[config.mk]
export PLATFORM = sky130hd
export DESIGN_NAME = equal_run_detector
export DESIGN_NICKNAME = d
export VERILOG_FILES = /design/src/rtl/equal_run_detector.sv
export SDC_FILE = /design/constraint.sdc
export NUM_CORES = 1
export LEC_CHECK = 0
export CAP_MARGIN = 20
export CORE_AREA = 2 2 39 41
export DETAILED_ROUTE_END_ITERATION = 8
export DIE_AREA = 0 0 41 43
export SETUP_SLACK_MARGIN = 0.4
export SYNTH_ARGS = -nofsm -noshare
export SYNTH_HDL_FRONTEND = slang
export SYNTH_SLANG_ARGS = --single-unit
[constraint.sdc]
create_clock -name clk -period 1.2 [get_ports clk]
set_input_delay 0.3 -clock clk [delete_from_list [all_inputs] [get_ports clk]]
set_output_delay 0.3 -clock clk [all_outputs]
set_load 0.005 [all_outputs]
[src/rtl/equal_run_detector.sv]
// rtl/equal_run_detector.sv - Moore detector: z=1 while the last RUN_LEN samples had w1==w2
module equal_run_detector #(
    parameter int RUN_LEN = 4
) (
    input  logic clk,
    input  logic rst,
    input  logic w1,
    input  logic w2,
    output logic z
);

    localparam int CNT_W = $clog2(RUN_LEN + 1);
    localparam logic [CNT_W-1:0] RUN_MAX = CNT_W'(RUN_LEN);
    localparam logic [CNT_W-1:0] CNT_ONE = CNT_W'(1);

    logic [CNT_W-1:0] cnt;
    logic [CNT_W-1:0] cnt_next;
    logic             same;

    assign same = ~(w1 ^ w2);

    always_comb begin
        cnt_next = '0;
        if (same) begin
            // Saturate so a long run keeps z high without wrapping back to S0.
            cnt_next = (cnt == RUN_MAX) ? RUN_MAX : cnt + CNT_ONE;
        end
    end

    // z is registered from the next state, so it equals (cnt == RUN_LEN) at all times
    // while never depending combinationally on w1/w2.
    always_ff @(posedge clk or posedge rst) begin
        if (rst) begin
            cnt <= '0;
            z   <= 1'b0;
        end else begin
            cnt <= cnt_next;
            z   <= (cnt_next == RUN_MAX);
        end
    end

endmodule

==> impl_metrics.yaml, run 1 <==
floorplanning:
  die_w_um: 41
  num_rows: 14
  core_area_sq_um: 1380
  start_util_pct: 14.6
  die_y_um: 43
  pin_count: 5
  dieArea_sq_um: 1760
placed_design:
  gp_congestion: 0.610
  placed_area_sq_um: 285
  io_buffers: 4
  dp.final_hpwl_um: 335
  pre_cts_ws_ns: -0.164
  place_inst: 41
worst_setup_path:
  startpoint_type: "register"
  cp.required_ns: 1.32
  cp.arrival_ns: 1.19
  r2r_start: "cnt[0]$_DFF_PP0_"
  regToRegSetupSlack_ns: 0.14
  path_max_fanout: 3
  r2r_cells: 4
  r2r_end: "z$_DFF_PP0_"
  end_kind: "register"
  criticalPathCategory: "register to register"
clock_tree:
  cts_buffers: 3
  htreeDepth: 1
  hold_buffers: 0
  cts_buffer_depth: 2
  clock-sinks: 4
  root_buffer: "clkbuf_4"
  clk_pin_slew_ns: 0.04
  cts_tree: "yes"
  clock_latency_ns: 0.24
detailed_routing:
  dr_total_vias: 167
  drc_errors: 0
  route.met2.wl_um: 232
  met3WireLength_um: 7
  first_pass_iters: 2
  via_per_inst: 3.63
  drt_iter0_drc: 3
  routed.top_layer: "met4"
  drt_wl_total_um: 406
  antenna_left: 0
  avgRoutedWirePerCell_um: 8.83
  met1_length_um: 140
sta:
  finalSetupViolCount: 0
  rsz0062_at_grt: "yes"
  tightest_slew_ns: 0.199
  fin_crit_ns: 1.06
  fin_ws_ns: 0.138
  fin_crit_sh_pct: 88.5
  maxSlewViolCount: 0
  hold_ws_ns: 0.241
  clock_skew_ns: 0.00732
  hold_viol: 0
  slew-limit-headroom_pct: 86.7
  fmax_mhz: 942
power_and_ir_drop:
  leakage_uw: 0.000156
  power_density_nw_per_um2: 1550
  ir_drop_mv: 0.666
layout:
  post-route-util_pct: 23.1
  areaGrowthSynthToFinish_pct: 58.0
  nets: 38
  stdcell_count: 46
  diodes: 0
  final_cell_mix: "inv_1, dfrtp_1, nor2_1, clkbuf_4, buf_4"
  fillCellCount: 147
  stdcell_area_sq_um: 320
  final_layout_size_suffix_gt1_share_pct: 36.7
global_route:
  grt_max_degree: 6
  overflow: 0
  antenna_found_initial: 0
  grt_usage_pct: 6.96
  grt_pass1_vias: 190
  grt_pass1_wl_um: 703
min_path:
  hp-class: "input pin to asynchronous set/reset pin"
run_status:
  status: "finished, final reports clean"
job:
  drv_cap: 0
logic_synthesis:
  netlist_area_sq_um: 203
  seq_area_frac_synth_pct: 49.4
  synth-seq-cells: 4
  synth_cell_types: 10
  synth.avg_cell_area_sq_um: 10.1
  synthesis.nets: 26
  yosysWarnings: 0
  syn_inst: 20
synthesized netlist by cell type:
cell | n | area, sq um
nor3_1 | 1 | 5.00
a22oi_1 | 1 | 7.51
xor2_1 | 2 | 17.5
nand2_1 | 1 | 3.75
a211oi_1 | 1 | 7.51
nor2_1 | 3 | 11.3
inv_1 | 4 | 15.0
ha_1 | 2 | 25.0
dfrtp_1 | 4 | 100
nor3_2 | 1 | 10.0
report_power, final:
group          switching (uW)  internal [uW]  total [uW]
Sequential               18.6            157         176
Combinational            69.6           82.5         152
Clock                    57.5            112         169
per-layer routing:
metal / track usage (%) / up-vias
li1: - / 84
met1: 5.21 / 75
met2: 10.9 / 5
met3: 1.57 / 3
met4: 10.0 / 0
met5: 0 / -
layout make-up:
| type | count | area, sq um | area share (%) |
|---|---|---|---|
| clock buffers | 3 | 22.5 | 7.03 |
| flip-flops and latches | 4 | 100 | 31.3 |
| inverters | 4 | 15.0 | 4.69 |
| repair buffers | 7 | 55.1 | 17.2 |
| well taps | 16 | 20.0 | 6.25 |
| multi-input cells | 12 | 108 | 33.6 |
critical path, cell delays in order, from the launching register on:
cell	delay [ns]
dfrtp_1	0.39
ha_2	0.19
xor2_1	0.13
a22oi_1	0.18
nor3_2	0.05
state kept, by name (all words and copies together), names as in the netlist:
signal	cells
cnt	3
z	1
worst max path at each step:
stage / end / startpoint / slack, ns / cells past startpoint
5_1_grt: z$_DFF_PP0_ / cnt[0]$_DFF_PP0_ / 0.09 / 4
3_3_place_gp: cnt[0]$_DFF_PP0_ / w2 / -0.13 / 4
3_5_place_dp: cnt[0]$_DFF_PP0_ / w2 / -0.16 / 4
2_1_floorplan: z$_DFF_PP0_ / cnt[0]$_DFF_PP0_ / 0.15 / 4
4_1_cts: z$_DFF_PP0_ / cnt[0]$_DFF_PP0_ / 0.12 / 4
6_report: z$_DFF_PP0_ / cnt[0]$_DFF_PP0_ / 0.14 / 4
stage by stage:
step                total power [uW]  setup TNS (ns)
CTS                              512               0
detailed placement               317          -0.330
floorplan                        268               0
global placement                 308          -0.315
global route                     541               0
finish                           498               0
cell families (layout without fill, tap and decap cells):
kind of cell / Yosys count / count (layout) / share of synthesized area (%)
buffers and inverters: 4 / 14 / 7.41
AOI/OAI and AO/OA: 2 / 2 / 7.41
and+or+nand+nor: 6 / 6 / 14.8
xor gates and xnor gates: 2 / 2 / 8.64
adders and majority gates: 2 / 2 / 12.3
DFF: 4 / 4 / 49.4
timing repair:
| action | 4_1_cts | 5_1_grt |
|---|---|---|
| pin swaps | 3 | 1 |
| endpoints found under the hold margin | 0 | 0 |
| gates resized for setup | 7 | 0 |
| setup endpoints to repair | 5 | 5 |
| setup buffers | 2 | 0 |
Power figures use the tool's default switching activity.
==> run 2: changes to the inputs <==
CTS_BUF_LIST = sky130_fd_sc_hd__clkbuf_16   (was unset)
SETUP_SLACK_MARGIN = 0.02   (was 0.4)
==> run 2 against run 1 <==
Utilization rose by 1.9 points. Worst hold slack improved by 0.023 ns. Wire length shrank 1.2%. Fmax is 7.3% lower. Clock power grew to 3.1 times the previous value. Critical path depth decreased by 3.
==> impl_metrics.yaml, run 2 (synthesis results as in run 1) <==
layout:
  stdcell_area_sq_um: 347
  final_layout_size_suffix_gt1_share_pct: 21.4
  fillCellCount: 140
  top_regs: "cnt: 3 flops, z: 1 flops"
  largest-register: "cnt"
  largest_reg_flops: 3
  final_cell_mix: "inv_1, dfrtp_1, nor2_1, clkbuf_16, clkdlybuf4s50_1"
  nets: 36
  diodes: 0
  areaGrowthSynthToFinish_pct: 71.0
power_and_ir_drop:
  ir_drop_mv: 1.05
  power_uw: 814
  power_density_nw_per_um2: 2350
  leakage_uw: 0.000167
global_route:
  grt_pass1_wl_um: 634
  grt_max_degree: 6
  grt_pass1_vias: 162
  grt_usage_pct: 6.56
  overflow: 0
  antenna_found_initial: 0
clock_tree:
  htreeDepth: 1
  cts_buffers: 3
  clock_latency_ns: 0.22
  cts_tree: "yes"
  hold_buffers: 0
  clk_pin_slew_ns: 0.03
  cts_buffer_depth: 2
  root_buffer: "clkbuf_16"
  clock-sinks: 4
placed_design:
  io_buffers: 4
  gp_congestion: 0.627
  dp.final_hpwl_um: 243
  placed_area_sq_um: 263
worst_setup_path:
  cp_slowest_cell: "dfrtp_1"
  startpoint_type: "register"
  cp.required_ns: 0.90
  crit_family: "flip-flops"
  path_max_fanout: 1
  crit_chain: "dlygate4sd2_1"
  end_kind: "primary output"
  cp.arrival_ns: 0.85
  criticalPathCategory: "register to primary output"
  cp_num_buf_inv: 1
  max_stage_delay_ns: 0.36
detailed_routing:
  first_pass_iters: 3
  via_per_inst: 3.50
  drt_iter0_drc: 2
  avgRoutedWirePerCell_um: 9.11
  drc_errors: 0
  antenna_left: 0
  dr_total_vias: 154
  drt_wl_total_um: 401
min_path:
  hp-class: "input pin to asynchronous set/reset pin"
floorplanning:
  start_util_pct: 14.6
  core_area_sq_um: 1380
  num_rows: 14
  die_w_um: 41
  die_y_um: 43
  dieArea_sq_um: 1760
  pin_count: 5
sta:
  hold_viol: 0
  slew-limit-headroom_pct: 78.8
  rsz0062_at_grt: "no"
  finalSetupViolCount: 0
  fin_crit_ns: 1.15
  fmax_mhz: 873
  tightest_slew_ns: 0.316
  fin_crit_sh_pct: 95.5
  clock_skew_ns: 0.000953
  maxSlewViolCount: 0
run_status:
  status: "finished, final reports clean"
job:
  drv_cap: 0
-- run 2: changes by cell type in the layout (fill, tap and decap cells not counted), moves of 2 or more --
cell	before	now
buf_4	3	1
clkbuf_16	0	3
clkbuf_4	3	0
clkdlybuf4s50_1	1	3
-- run 2: worst register-to-register path, stage by stage (launching register included) --
cell,delay (ns)
dfrtp_1,0.39
ha_2,0.22
xor2_1,0.14
a22oi_1,0.19
nor3_2,0.05
-- run 2: worst paths after layout --
check,cells after the start,end,startpoint,slack (ns)
max in group asynchronous,2,cnt[2]$_DFF_PP0_,rst,0.78
min in group clk,1,cnt[0]$_DFF_PP0_,cnt[2]$_DFF_PP0_,0.54
worst min register to register,1,cnt[0]$_DFF_PP0_,cnt[2]$_DFF_PP0_,0.54
worst max-delay path,1,z,z$_DFF_PP0_,0.05
worst max register to register,4,z$_DFF_PP0_,cnt[0]$_DFF_PP0_,0.09
worst min-delay path,2,cnt[1]$_DFF_PP0_,rst,0.26
-- run 2: power by group --
part,switching [uW],internal (uW)
combinational,54.0,54.8
clock,101,427
sequential,19.4,158
total,175,639
-- run 2: routing by layer --
metal / GRT usage, % / up-vias / share of wire [%]
met2: 8.44 / 5 / 57
met3: 1.57 / 4 / 5.2
li1: - / 80 / -
met5: 0 / - / 0
met4: 12.0 / 0 / 6.2
met1: 5.56 / 65 / 31
-- run 2: per-stage QoR --
stage / hold WS, ns / setup WS [ns] / instances / util, % / setup TNS (ns)
5_1_grt: 0.296 / 0.0186 / 44 / 25.0 / 0
6_report: 0.264 / 0.0541 / 44 / 25.0 / 0
2_1_floorplan: 0.0661 / 0.114 / 20 / - / 0
4_1_cts: 0.268 / 0.0421 / 43 / 24.3 / 0
3_3_place_gp: 0.495 / -0.0975 / 40 / 19.0 / -0.351
3_5_place_dp: 0.488 / -0.119 / 40 / 19.0 / -0.435
-- run 2: area by class of cell --
class,count,area (sq um),area share [%]
flip-flops and latches,4,100,28.9
multi-input cells,12,90.1,26.0
clock buffers,3,75.1,21.7
repair buffers,5,46.3,13.4
well taps,16,20.0,5.78
inverters,4,15.0,4.33
-- run 2: repair_timing --
item | in CTS | in global routing
buffers inserted | 0 | 1
pin swaps | 0 | 1
gates resized for setup | 1 | 1
setup endpoints to repair | 1 | 1
